## src/rtl/stage_ex_if.sv

```systemverilog
// ID/EX-side bundle for the execute stage: decoded instruction in, MEM-stage fields out.
// Latency: none, wires only.
// Backpressure: stall travels master-ward; halt/flush travel slave-ward.
interface stage_ex_if #(
    parameter int reg_addr_width = 5,
    parameter int mem_addr_width = 32,
    parameter int word_width     = 32
);
    logic                      halt;
    logic                      flush;
    logic [mem_addr_width-1:0] pc_in;
    logic [word_width-1:0]     rs1_val_in;
    logic [word_width-1:0]     rs2_val_in;
    logic [word_width-1:0]     imm_ext_in;
    logic [reg_addr_width-1:0] rs1_addr_in;
    logic [reg_addr_width-1:0] rs2_addr_in;
    logic [reg_addr_width-1:0] rd_addr_in;
    logic [3:0]                alu_op_in;
    logic                      alu_src_in;
    logic                      md_en_in;
    logic [2:0]                md_op_in;
    logic [2:0]                bch_typ_in;
    logic                      jmp_ctl_in;
    logic                      jalr_in;
    logic                      bch_ctl_in;
    logic                      mem_ctl_in;
    logic                      rd_wen_in;
    logic [1:0]                wb_ctl_in;
    logic [2:0]                byt_typ_in;
    logic                      mem_fwd_en;
    logic                      wb_fwd_en;
    logic [reg_addr_width-1:0] mem_rd;
    logic [reg_addr_width-1:0] wb_rd;
    logic [word_width-1:0]     mem_fwd_val;
    logic [word_width-1:0]     wb_fwd_val;

    logic [mem_addr_width-1:0] tgt_addr_out;
    logic [word_width-1:0]     rs2_val_out;
    logic [word_width-1:0]     rslt_out;
    logic [word_width-1:0]     imm_ext_out;
    logic                      jmp_ctl_out;
    logic                      bch_ctl_out;
    logic                      mem_ctl_out;
    logic                      rd_wen_out;
    logic [1:0]                wb_ctl_out;
    logic [2:0]                byt_typ_out;
    logic [reg_addr_width-1:0] rd_addr_out;
    logic                      stall;

    // Execute stage side
    modport slave (
        input  halt, flush, pc_in, rs1_val_in, rs2_val_in, imm_ext_in,
               rs1_addr_in, rs2_addr_in, rd_addr_in, alu_op_in, alu_src_in,
               md_en_in, md_op_in, bch_typ_in, jmp_ctl_in, jalr_in, bch_ctl_in,
               mem_ctl_in, rd_wen_in, wb_ctl_in, byt_typ_in,
               mem_fwd_en, wb_fwd_en, mem_rd, wb_rd, mem_fwd_val, wb_fwd_val,
        output tgt_addr_out, rs2_val_out, rslt_out, imm_ext_out,
               jmp_ctl_out, bch_ctl_out, mem_ctl_out, rd_wen_out,
               wb_ctl_out, byt_typ_out, rd_addr_out, stall
    );

    // Decode / hazard-unit side
    modport master (
        output halt, flush, pc_in, rs1_val_in, rs2_val_in, imm_ext_in,
               rs1_addr_in, rs2_addr_in, rd_addr_in, alu_op_in, alu_src_in,
               md_en_in, md_op_in, bch_typ_in, jmp_ctl_in, jalr_in, bch_ctl_in,
               mem_ctl_in, rd_wen_in, wb_ctl_in, byt_typ_in,
               mem_fwd_en, wb_fwd_en, mem_rd, wb_rd, mem_fwd_val, wb_fwd_val,
        input  tgt_addr_out, rs2_val_out, rslt_out, imm_ext_out,
               jmp_ctl_out, bch_ctl_out, mem_ctl_out, rd_wen_out,
               wb_ctl_out, byt_typ_out, rd_addr_out, stall
    );
endinterface

```

## src/rtl/stage_ex.sv

```systemverilog
// RV32IM execute stage: ID/EX register, MEM/WB forwarding, ALU/branch/jump, iterative mul/div.
// Latency: 0 cycles after the ID/EX register; mul/div results appear 33 cycles after load.
// Backpressure: stall holds IF/ID while a mul/div is pending; control outputs are bubbled meanwhile.
module stage_ex #(
    parameter int reg_addr_width = 5,
    parameter int mem_addr_width = 32,
    parameter int word_width     = 32
) (
    input logic        clk,
    input logic        rst,
    stage_ex_if.slave  bus
);
    localparam int W  = word_width;
    localparam int M  = mem_addr_width;
    localparam int SW = $clog2(word_width);

    localparam logic [3:0] ALU_ADD = 4'd0, ALU_SUB = 4'd1, ALU_SLL = 4'd2, ALU_SLT = 4'd3,
                           ALU_SLTU = 4'd4, ALU_XOR = 4'd5, ALU_SRL = 4'd6, ALU_SRA = 4'd7,
                           ALU_OR = 4'd8, ALU_AND = 4'd9, ALU_AUIPC = 4'd10;

    localparam logic [W-1:0] JALR_MASK = {{(W-1){1'b1}}, 1'b0};

    typedef struct packed {
        logic [M-1:0]              pc;
        logic [W-1:0]              rs1_val;
        logic [W-1:0]              rs2_val;
        logic [W-1:0]              imm;
        logic [reg_addr_width-1:0] rs1_addr;
        logic [reg_addr_width-1:0] rs2_addr;
        logic [reg_addr_width-1:0] rd_addr;
        logic [3:0]                alu_op;
        logic                      alu_src;
        logic                      md_en;
        logic [2:0]                md_op;
        logic [2:0]                bch_typ;
        logic                      jmp;
        logic                      jalr;
        logic                      bch;
        logic                      mem;
        logic                      rd_wen;
        logic [1:0]                wb_ctl;
        logic [2:0]                byt_typ;
    } idex_t;

    typedef enum logic [1:0] {S_IDLE, S_BUSY, S_DONE} md_state_e;

    idex_t     idex_q, idex_d;
    md_state_e state_q, state_d;
    logic      stall;
    logic      md_start;

    logic [W-1:0]   rs1_fwd, rs2_fwd;
    logic [W-1:0]   op_b, alu_res, pc_w, jalr_sum, md_res;
    logic [SW-1:0]  shamt;
    logic           bch_take;

    // mul/div working registers
    logic [SW-1:0]  cnt_q;
    logic [2*W-1:0] acc_q, mcand_q;
    logic [W-1:0]   mplier_q, quo_q, rem_q, dvsr_q;
    logic           a_neg_q, b_neg_q, dz_q;

    // start-of-op operand conditioning
    logic           a_sgn, b_sgn;
    logic [W-1:0]   a_mag, b_mag;

    // restoring-divide step
    logic [W-1:0]   rem_shl;
    logic           rem_ge;

    // result fixups
    logic [2*W-1:0] prod_s;
    logic [W-1:0]   quo_s, rem_s;

    // Collect the incoming decoded instruction into one word
    always_comb begin
        idex_d          = '0;
        idex_d.pc       = bus.pc_in;
        idex_d.rs1_val  = bus.rs1_val_in;
        idex_d.rs2_val  = bus.rs2_val_in;
        idex_d.imm      = bus.imm_ext_in;
        idex_d.rs1_addr = bus.rs1_addr_in;
        idex_d.rs2_addr = bus.rs2_addr_in;
        idex_d.rd_addr  = bus.rd_addr_in;
        idex_d.alu_op   = bus.alu_op_in;
        idex_d.alu_src  = bus.alu_src_in;
        idex_d.md_en    = bus.md_en_in;
        idex_d.md_op    = bus.md_op_in;
        idex_d.bch_typ  = bus.bch_typ_in;
        idex_d.jmp      = bus.jmp_ctl_in;
        idex_d.jalr     = bus.jalr_in;
        idex_d.bch      = bus.bch_ctl_in;
        idex_d.mem      = bus.mem_ctl_in;
        idex_d.rd_wen   = bus.rd_wen_in;
        idex_d.wb_ctl   = bus.wb_ctl_in;
        idex_d.byt_typ  = bus.byt_typ_in;
    end

    // ID/EX register: flush clears it to a bubble, stall or halt hold it
    always_ff @(posedge clk or negedge rst) begin
        if (!rst) begin
            idex_q <= '0;
        end else if (!bus.halt) begin
            if (bus.flush) begin
                idex_q <= '0;
            end else if (!stall) begin
                idex_q <= idex_d;
            end
        end
    end

    // Operand forwarding, MEM before WB, never for x0
    always_comb begin
        rs1_fwd = idex_q.rs1_val;
        rs2_fwd = idex_q.rs2_val;
        if (idex_q.rs1_addr != '0) begin
            if (bus.mem_fwd_en && (bus.mem_rd == idex_q.rs1_addr)) begin
                rs1_fwd = bus.mem_fwd_val;
            end else if (bus.wb_fwd_en && (bus.wb_rd == idex_q.rs1_addr)) begin
                rs1_fwd = bus.wb_fwd_val;
            end
        end
        if (idex_q.rs2_addr != '0) begin
            if (bus.mem_fwd_en && (bus.mem_rd == idex_q.rs2_addr)) begin
                rs2_fwd = bus.mem_fwd_val;
            end else if (bus.wb_fwd_en && (bus.wb_rd == idex_q.rs2_addr)) begin
                rs2_fwd = bus.wb_fwd_val;
            end
        end
    end

    // ALU and branch comparator
    always_comb begin
        pc_w  = W'(idex_q.pc);
        op_b  = idex_q.alu_src ? idex_q.imm : rs2_fwd;
        shamt = op_b[SW-1:0];
        case (idex_q.alu_op)
            ALU_ADD:   alu_res = rs1_fwd + op_b;
            ALU_SUB:   alu_res = rs1_fwd - op_b;
            ALU_SLL:   alu_res = rs1_fwd << shamt;
            ALU_SLT:   alu_res = {{(W-1){1'b0}}, $signed(rs1_fwd) < $signed(op_b)};
            ALU_SLTU:  alu_res = {{(W-1){1'b0}}, rs1_fwd < op_b};
            ALU_XOR:   alu_res = rs1_fwd ^ op_b;
            ALU_SRL:   alu_res = rs1_fwd >> shamt;
            ALU_SRA:   alu_res = $unsigned($signed(rs1_fwd) >>> shamt);
            ALU_OR:    alu_res = rs1_fwd | op_b;
            ALU_AND:   alu_res = rs1_fwd & op_b;
            ALU_AUIPC: alu_res = pc_w + idex_q.imm;
            default:   alu_res = '0;
        endcase
        case (idex_q.bch_typ)
            3'd0:    bch_take = (rs1_fwd == rs2_fwd);
            3'd1:    bch_take = (rs1_fwd != rs2_fwd);
            3'd4:    bch_take = ($signed(rs1_fwd) <  $signed(rs2_fwd));
            3'd5:    bch_take = ($signed(rs1_fwd) >= $signed(rs2_fwd));
            3'd6:    bch_take = (rs1_fwd <  rs2_fwd);
            3'd7:    bch_take = (rs1_fwd >= rs2_fwd);
            default: bch_take = 1'b0;
        endcase
        jalr_sum = rs1_fwd + idex_q.imm;
    end

    // Mul/div FSM state register
    always_ff @(posedge clk or negedge rst) begin
        if (!rst) begin
            state_q <= S_IDLE;
        end else if (!bus.halt) begin
            state_q <= state_d;
        end
    end

    // Mul/div FSM next state; flush aborts from any state
    always_comb begin
        state_d = state_q;
        case (state_q)
            S_IDLE:  if (idex_q.md_en) state_d = S_BUSY;
            S_BUSY:  if (cnt_q == '0) state_d = S_DONE;
            S_DONE:  state_d = S_IDLE;
            default: state_d = S_IDLE;
        endcase
        if (bus.flush) begin
            state_d = S_IDLE;
        end
    end

    // Mul/div FSM outputs
    always_comb begin
        stall    = idex_q.md_en && (state_q != S_DONE);
        md_start = (state_q == S_IDLE) && (state_d == S_BUSY) && !bus.halt;
    end

    // Operand sign handling at start: signed ops run on magnitudes, sign restored at the end
    always_comb begin
        a_sgn = ((idex_q.md_op == 3'd1) || (idex_q.md_op == 3'd2) ||
                 (idex_q.md_op == 3'd4) || (idex_q.md_op == 3'd6)) && rs1_fwd[W-1];
        b_sgn = ((idex_q.md_op == 3'd1) || (idex_q.md_op == 3'd4) ||
                 (idex_q.md_op == 3'd6)) && rs2_fwd[W-1];
        a_mag = a_sgn ? -rs1_fwd : rs1_fwd;
        b_mag = b_sgn ? -rs2_fwd : rs2_fwd;
        // remainder's top bit going out means the shifted value already exceeds any divisor
        rem_shl = {rem_q[W-2:0], quo_q[W-1]};
        rem_ge  = rem_q[W-1] || (rem_shl >= dvsr_q);
    end

    // Mul/div datapath: one shift-add or one restoring step per busy cycle
    always_ff @(posedge clk or negedge rst) begin
        if (!rst) begin
            cnt_q    <= '0;
            acc_q    <= '0;
            mcand_q  <= '0;
            mplier_q <= '0;
            quo_q    <= '0;
            rem_q    <= '0;
            dvsr_q   <= '0;
            a_neg_q  <= 1'b0;
            b_neg_q  <= 1'b0;
            dz_q     <= 1'b0;
        end else if (md_start) begin
            cnt_q    <= SW'(W - 1);
            acc_q    <= '0;
            mcand_q  <= {{W{1'b0}}, a_mag};
            mplier_q <= b_mag;
            quo_q    <= a_mag;
            rem_q    <= '0;
            dvsr_q   <= b_mag;
            a_neg_q  <= a_sgn;
            b_neg_q  <= b_sgn;
            dz_q     <= (rs2_fwd == '0);
        end else if (!bus.halt && !bus.flush && (state_q == S_BUSY)) begin
            if (cnt_q != '0) begin
                cnt_q <= cnt_q - 1'b1;
            end
            if (idex_q.md_op[2]) begin
                rem_q <= rem_ge ? (rem_shl - dvsr_q) : rem_shl;
                quo_q <= {quo_q[W-2:0], rem_ge};
            end else begin
                if (mplier_q[0]) begin
                    acc_q <= acc_q + mcand_q;
                end
                mcand_q  <= mcand_q << 1;
                mplier_q <= mplier_q >> 1;
            end
        end
    end

    // Mul/div result with sign fixup; divide by zero forces an all-ones quotient
    always_comb begin
        prod_s = (a_neg_q ^ b_neg_q) ? -acc_q : acc_q;
        quo_s  = dz_q ? '1 : ((a_neg_q ^ b_neg_q) ? -quo_q : quo_q);
        rem_s  = a_neg_q ? -rem_q : rem_q;
        case (idex_q.md_op)
            3'd0:          md_res = prod_s[W-1:0];
            3'd1, 3'd2,
            3'd3:          md_res = prod_s[2*W-1:W];
            3'd4, 3'd5:    md_res = quo_s;
            default:       md_res = rem_s;
        endcase
    end

    // Stage outputs toward MEM, control bubbled while stalled
    always_comb begin
        if (idex_q.md_en) begin
            bus.rslt_out = md_res;
        end else if (idex_q.jmp) begin
            bus.rslt_out = pc_w + W'(4);
        end else if (idex_q.bch) begin
            bus.rslt_out = {{(W-1){1'b0}}, bch_take};
        end else begin
            bus.rslt_out = alu_res;
        end
        bus.tgt_addr_out = idex_q.jalr ? M'(jalr_sum & JALR_MASK) : M'(pc_w + idex_q.imm);
        bus.rs2_val_out  = rs2_fwd;
        bus.imm_ext_out  = idex_q.imm;
        bus.jmp_ctl_out  = idex_q.jmp    && !stall;
        bus.bch_ctl_out  = idex_q.bch    && !stall;
        bus.mem_ctl_out  = idex_q.mem    && !stall;
        bus.rd_wen_out   = idex_q.rd_wen && !stall;
        bus.wb_ctl_out   = idex_q.wb_ctl;
        bus.byt_typ_out  = idex_q.byt_typ;
        bus.rd_addr_out  = idex_q.rd_addr;
        bus.stall        = stall;
    end
endmodule
```

## src/flat_wrapper.sv

```systemverilog
// flat-port wrapper written by rule: the top's interface ports become plain ports
module stage_ex_flat 
#(
    parameter int reg_addr_width = 5,
    parameter int mem_addr_width = 32,
    parameter int word_width     = 32
)
  (clk, rst, bus_halt, bus_flush, bus_pc_in, bus_rs1_val_in, bus_rs2_val_in, bus_imm_ext_in, bus_rs1_addr_in, bus_rs2_addr_in, bus_rd_addr_in, bus_alu_op_in, bus_alu_src_in, bus_md_en_in, bus_md_op_in, bus_bch_typ_in, bus_jmp_ctl_in, bus_jalr_in, bus_bch_ctl_in, bus_mem_ctl_in, bus_rd_wen_in, bus_wb_ctl_in, bus_byt_typ_in, bus_mem_fwd_en, bus_wb_fwd_en, bus_mem_rd, bus_wb_rd, bus_mem_fwd_val, bus_wb_fwd_val, bus_tgt_addr_out, bus_rs2_val_out, bus_rslt_out, bus_imm_ext_out, bus_jmp_ctl_out, bus_bch_ctl_out, bus_mem_ctl_out, bus_rd_wen_out, bus_wb_ctl_out, bus_byt_typ_out, bus_rd_addr_out, bus_stall);
  stage_ex_if #(.reg_addr_width(reg_addr_width), .mem_addr_width(mem_addr_width), .word_width(word_width)) bus_i ();
  input logic clk;
  input logic rst;
  input wire logic [$bits(bus_i.halt)-1:0] bus_halt;
  input wire logic [$bits(bus_i.flush)-1:0] bus_flush;
  input wire logic [$bits(bus_i.pc_in)-1:0] bus_pc_in;
  input wire logic [$bits(bus_i.rs1_val_in)-1:0] bus_rs1_val_in;
  input wire logic [$bits(bus_i.rs2_val_in)-1:0] bus_rs2_val_in;
  input wire logic [$bits(bus_i.imm_ext_in)-1:0] bus_imm_ext_in;
  input wire logic [$bits(bus_i.rs1_addr_in)-1:0] bus_rs1_addr_in;
  input wire logic [$bits(bus_i.rs2_addr_in)-1:0] bus_rs2_addr_in;
  input wire logic [$bits(bus_i.rd_addr_in)-1:0] bus_rd_addr_in;
  input wire logic [$bits(bus_i.alu_op_in)-1:0] bus_alu_op_in;
  input wire logic [$bits(bus_i.alu_src_in)-1:0] bus_alu_src_in;
  input wire logic [$bits(bus_i.md_en_in)-1:0] bus_md_en_in;
  input wire logic [$bits(bus_i.md_op_in)-1:0] bus_md_op_in;
  input wire logic [$bits(bus_i.bch_typ_in)-1:0] bus_bch_typ_in;
  input wire logic [$bits(bus_i.jmp_ctl_in)-1:0] bus_jmp_ctl_in;
  input wire logic [$bits(bus_i.jalr_in)-1:0] bus_jalr_in;
  input wire logic [$bits(bus_i.bch_ctl_in)-1:0] bus_bch_ctl_in;
  input wire logic [$bits(bus_i.mem_ctl_in)-1:0] bus_mem_ctl_in;
  input wire logic [$bits(bus_i.rd_wen_in)-1:0] bus_rd_wen_in;
  input wire logic [$bits(bus_i.wb_ctl_in)-1:0] bus_wb_ctl_in;
  input wire logic [$bits(bus_i.byt_typ_in)-1:0] bus_byt_typ_in;
  input wire logic [$bits(bus_i.mem_fwd_en)-1:0] bus_mem_fwd_en;
  input wire logic [$bits(bus_i.wb_fwd_en)-1:0] bus_wb_fwd_en;
  input wire logic [$bits(bus_i.mem_rd)-1:0] bus_mem_rd;
  input wire logic [$bits(bus_i.wb_rd)-1:0] bus_wb_rd;
  input wire logic [$bits(bus_i.mem_fwd_val)-1:0] bus_mem_fwd_val;
  input wire logic [$bits(bus_i.wb_fwd_val)-1:0] bus_wb_fwd_val;
  output wire logic [$bits(bus_i.tgt_addr_out)-1:0] bus_tgt_addr_out;
  output wire logic [$bits(bus_i.rs2_val_out)-1:0] bus_rs2_val_out;
  output wire logic [$bits(bus_i.rslt_out)-1:0] bus_rslt_out;
  output wire logic [$bits(bus_i.imm_ext_out)-1:0] bus_imm_ext_out;
  output wire logic [$bits(bus_i.jmp_ctl_out)-1:0] bus_jmp_ctl_out;
  output wire logic [$bits(bus_i.bch_ctl_out)-1:0] bus_bch_ctl_out;
  output wire logic [$bits(bus_i.mem_ctl_out)-1:0] bus_mem_ctl_out;
  output wire logic [$bits(bus_i.rd_wen_out)-1:0] bus_rd_wen_out;
  output wire logic [$bits(bus_i.wb_ctl_out)-1:0] bus_wb_ctl_out;
  output wire logic [$bits(bus_i.byt_typ_out)-1:0] bus_byt_typ_out;
  output wire logic [$bits(bus_i.rd_addr_out)-1:0] bus_rd_addr_out;
  output wire logic [$bits(bus_i.stall)-1:0] bus_stall;
  assign bus_i.halt = bus_halt;
  assign bus_i.flush = bus_flush;
  assign bus_i.pc_in = bus_pc_in;
  assign bus_i.rs1_val_in = bus_rs1_val_in;
  assign bus_i.rs2_val_in = bus_rs2_val_in;
  assign bus_i.imm_ext_in = bus_imm_ext_in;
  assign bus_i.rs1_addr_in = bus_rs1_addr_in;
  assign bus_i.rs2_addr_in = bus_rs2_addr_in;
  assign bus_i.rd_addr_in = bus_rd_addr_in;
  assign bus_i.alu_op_in = bus_alu_op_in;
  assign bus_i.alu_src_in = bus_alu_src_in;
  assign bus_i.md_en_in = bus_md_en_in;
  assign bus_i.md_op_in = bus_md_op_in;
  assign bus_i.bch_typ_in = bus_bch_typ_in;
  assign bus_i.jmp_ctl_in = bus_jmp_ctl_in;
  assign bus_i.jalr_in = bus_jalr_in;
  assign bus_i.bch_ctl_in = bus_bch_ctl_in;
  assign bus_i.mem_ctl_in = bus_mem_ctl_in;
  assign bus_i.rd_wen_in = bus_rd_wen_in;
  assign bus_i.wb_ctl_in = bus_wb_ctl_in;
  assign bus_i.byt_typ_in = bus_byt_typ_in;
  assign bus_i.mem_fwd_en = bus_mem_fwd_en;
  assign bus_i.wb_fwd_en = bus_wb_fwd_en;
  assign bus_i.mem_rd = bus_mem_rd;
  assign bus_i.wb_rd = bus_wb_rd;
  assign bus_i.mem_fwd_val = bus_mem_fwd_val;
  assign bus_i.wb_fwd_val = bus_wb_fwd_val;
  assign bus_tgt_addr_out = bus_i.tgt_addr_out;
  assign bus_rs2_val_out = bus_i.rs2_val_out;
  assign bus_rslt_out = bus_i.rslt_out;
  assign bus_imm_ext_out = bus_i.imm_ext_out;
  assign bus_jmp_ctl_out = bus_i.jmp_ctl_out;
  assign bus_bch_ctl_out = bus_i.bch_ctl_out;
  assign bus_mem_ctl_out = bus_i.mem_ctl_out;
  assign bus_rd_wen_out = bus_i.rd_wen_out;
  assign bus_wb_ctl_out = bus_i.wb_ctl_out;
  assign bus_byt_typ_out = bus_i.byt_typ_out;
  assign bus_rd_addr_out = bus_i.rd_addr_out;
  assign bus_stall = bus_i.stall;
  stage_ex #(.reg_addr_width(reg_addr_width), .mem_addr_width(mem_addr_width), .word_width(word_width)) u_core (.clk(clk), .rst(rst), .bus(bus_i));
endmodule
```

## config.mk

```make
export PLATFORM = sky130hd
export DESIGN_NAME = stage_ex_flat
export DESIGN_NICKNAME = d
export VERILOG_FILES = /design/src/rtl/stage_ex_if.sv /design/src/rtl/stage_ex.sv /design/src/flat_wrapper.sv
export SDC_FILE = /design/constraint.sdc
export NUM_CORES = 2
export LEC_CHECK = 0
export ABC_CLOCK_PERIOD_IN_PS = 12300
export BUFFER_PORTS_ARGS = -buffer_cell sky130_fd_sc_hd__buf_2
export CAP_MARGIN = 5
export CELL_PAD_IN_SITES_DETAIL_PLACEMENT = 1
export CELL_PAD_IN_SITES_GLOBAL_PLACEMENT = 1
export CORE_AREA = 2 2 307 309
export DETAILED_ROUTE_END_ITERATION = 8
export DIE_AREA = 0 0 309 311
export PLACE_DENSITY = 0.83
export REMOVE_ABC_BUFFERS = 1
export SYNTH_ARGS = -nofsm -noshare
export SYNTH_HDL_FRONTEND = slang
export SYNTH_SLANG_ARGS = --single-unit
```

## constraint.sdc

```tcl
create_clock -name clk -period 12.3 [get_ports clk]
set_input_delay 3.075 -clock clk [delete_from_list [all_inputs] [get_ports clk]]
set_output_delay 3.075 -clock clk [all_outputs]
set_load 0.05 [all_outputs]
```

==> metrics <==
Top FF cell, synth=dfrtp_1; H-tree Lvls=2; initial core utilization=45.6%; Critical R2R Launch=u_core.quo_q[31]$_DFFE_PN0P_; critical path depth in cells=23; Hold Path Origin=u_core.bus.wb_ctl_out[1]$_DFFE_PN0P_; Final period util=97.8%; Root Buffer=clkbuf_16; Final ANT Viol Nets=0; CP Capture Type=output pin; pins over their slew limit=3; CTS tree=yes; commonest non-fill, non-tap cells in the layout=nand2_1, a21oi_1, dfrtp_1; P per Cell Area=183 nW/µm²; total grt overflow=0; initial antenna violation count=20; core area=92800 µm²; total track usage=approximately 44%; Final GP Congestion=1.04; vias per inst=a little under 7; drt first pass iters=6; final WL=218 mm; DR iter-0 viols=around 5200; Nets=between 6000 and 7000; Slew @ Worst Pin=about 1.5 ns; vias=46800; Final Instance Count excl. Fillers=6936; fraction of registers with async set/reset=100%; Max Fanout on Critical Path=4; Final Hold Viols=0; CP Class=in2out; layout cell share with drive strength beyond 1=13.0%; Post-Synthesis Cells=5427; CP top delay family=compound AO/OA/AOI/OAI gates; commonest non-fill, non-tap cell in the layout=nand2_1; largest net degree at the start of global routing=~140; post-synthesis sequential area ratio=25.5%; Final Power=8.69 mW; RSZ-0062 raised after global routing=false; Worst Hold Depth=1; Worst path slowest cell=a21boi_0; Critical Path Start=bus_wb_rd[4]; #FFs+latches synth=431; Site Rows=112; HPWL after DPL=169 mm; Critical path buffers and inverters=3; first-pass GRT wire length=317 mm; Layout area overhead=12.1%; Distinct cells, synth=95; warnings from Yosys=0; slew margin rel.=-2.92%; crit-path cells=buf_2 -> xor2_1 -> nor4_4 -> a22oi_1 -> o21bai_1 -> nand2_1 -> inv_1 -> nand2_1 -> fa_1 -> nor2b_1 -> o21ai_0 -> a21boi_0 -> o21bai_1 -> a21oi_1 -> o21ai_0 -> and2_1 -> o31ai_1 -> a41oi_1 -> o31ai_2 -> a211o_1 -> nor3_1 -> a311o_1 -> buf_2; Final Core Density=between 50% and 60%; clk_lat worst skew=0.70 ns; violated checks=capacitance limit, slew limit; IO Pins=just under 400; status=finished, violations left; max frequency=83.1 MHz; I/O Buffers=387; worst hold path type=reg2reg; Post-route DRC=0; Num CTS Buffers=51; peak supply drop=roughly 0.00016 V; area of the mapped netlist=between 40000 and 50000 µm²; Fillers=11500; slowest stage delay, CP=0.56 ns; P_leak=22.2 nW; Syn Area/Cell=just under 8 µm²; Clock Sinks=431; WL/cell=31.4 µm; maxcap violations=1; clk buf depth=3; Final Setup Violations=0; worst r2r path cells=18; vias in the first global route=47300; number of synthesized flops with an enable pin=0; Die W=309 µm; final setup skew=0.0446 ns; placed cells=6831; Startpoint Class=input pin; CP required=about 9.2 ns; Final Critical Period=12.03 ns; register clock-pin slew on the reported worst setup and hold paths=roughly 0.060 ns; die area=between 90000 and 100000 µm²; CP arrival=about 9.0 ns; chip height=~310 µm
-- state kept, by name, indices dropped and copies added, names as in the netlist, 2 cells and up --
name,count
u_core.cnt_q,5
u_core.mcand_q,64
u_core.bus.imm_ext_out,32
u_core.bus.wb_ctl_out,2
u_core.bus.rd_addr_out,5
u_core.bus.byt_typ_out,3
u_core.idex_q,91
u_core.quo_q,32
u_core.acc_q,64
u_core.dvsr_q,32
u_core.mplier_q,32
u_core.rem_q,32
u_core.pc_w,32
u_core.state_q,2
-- routing by layer --
layer	GRT usage, %	up-vias	wire, µm
li1	-	20300	-
met1	55.4	23600	86600
met2	70.8	2229	99200
met3	8.17	601	17800
met4	24.4	16	14200
met5	0	-	104
-- layout make-up --
type / count / area, µm² / area share (%)
tap: 1254 / 1570 / 3.31
antenna: 6 / 15.0 / 0.0317
inverter: 225 / 845 / 1.78
multi-input combinational: 4388 / 29200 / 61.5
clock inverter: 21 / 241 / 0.509
clock buffer: 74 / 1520 / 3.21
timing repair buffer: 537 / 3270 / 6.90
sequential: 431 / 10800 / 22.7
-- per-stage QoR --
stage	worst slack, ns	area, µm²	setup TNS [ns]	hold WS [ns]
finish	0.271	47400	0	0.502
global route	0.00725	47400	0	0.518
CTS	0.263	47400	0	0.506
detailed placement	0.246	45600	0	0.487
global placement	0.388	45600	0	0.466
floorplan	-5.06	40600	-130.58	0.456
-- cells by family after synthesis --
family / Yosys count / share of synthesized area, %
xor gates and xnor gates: 380 / 7.87
muxes: 167 / 4.05
buffers and inverters: 608 / 5.94
adders and majority gates: 308 / 9.20
DFF: 431 / 25.5
and+or+nand+nor: 1603 / 17.3
AOI/OAI and AO/OA: 1930 / 30.2
-- power breakdown --
part | switching [mW] | internal (mW) | leakage (nW)
combinational | 3.33 | 1.60 | 15.8
clock | 0.720 | 0.908 | 0.866
sequential | 0.397 | 1.73 | 5.57
-- cells in the mapped netlist, drive strengths merged (45+ instances only) --
library cell / count / area share (%)
nor2: 413 / 3.7
clkbuf: 265 / 2.4
xnor2: 251 / 5.2
a31oi: 140 / 2.1
buf: 118 / 1.6
o21bai: 45 / 0.80
o22a: 72 / 1.5
o21ai: 424 / 5.0
xor2: 129 / 2.7
nand2b: 46 / 0.68
mux2i: 133 / 3.1
a211oi: 59 / 1.1
nand3: 191 / 2.3
inv: 218 / 1.9
nor3: 94 / 1.1
a21o: 130 / 2.3
o31ai: 52 / 0.92
o22ai: 57 / 0.93
nand4: 48 / 0.71
a21oi: 452 / 5.3
nand2: 578 / 5.1
dfrtp: 431 / 25
a22o: 166 / 3.4
ha: 303 / 9.0
-- worst reg2reg max path: cells and delay by family (launching register included) --
kind | cells | cell delay (ns)
compound gates | 11 | 2.72
buf+inv | 3 | 0.85
fa+ha+maj | 2 | 0.68
simple gates | 2 | 0.67
flops | 1 | 0.41
-- worst paths after layout --
check                                                  endpoint  slack (ns)
max                                        bus_tgt_addr_out[30]        0.27
min                        u_core.bus.wb_ctl_out[1]$_DFFE_PN0P_        0.50
max in group asynchronous          u_core.rem_q[16]$_DFFE_PN0P_        7.72
max reg2reg                         u_core.quo_q[0]$_DFFE_PN0P_        6.78
min in group asynchronous           u_core.pc_w[17]$_DFFE_PN0P_        2.37
min reg2reg                u_core.bus.wb_ctl_out[1]$_DFFE_PN0P_        0.50
-- repair_timing --
action,4_1_cts,5_1_grt
gates resized for setup,0,1
buffers inserted,0,3
hold buffers,0,0
endpoints found under the setup margin,0,3
Power figures use the tool's default switching activity.
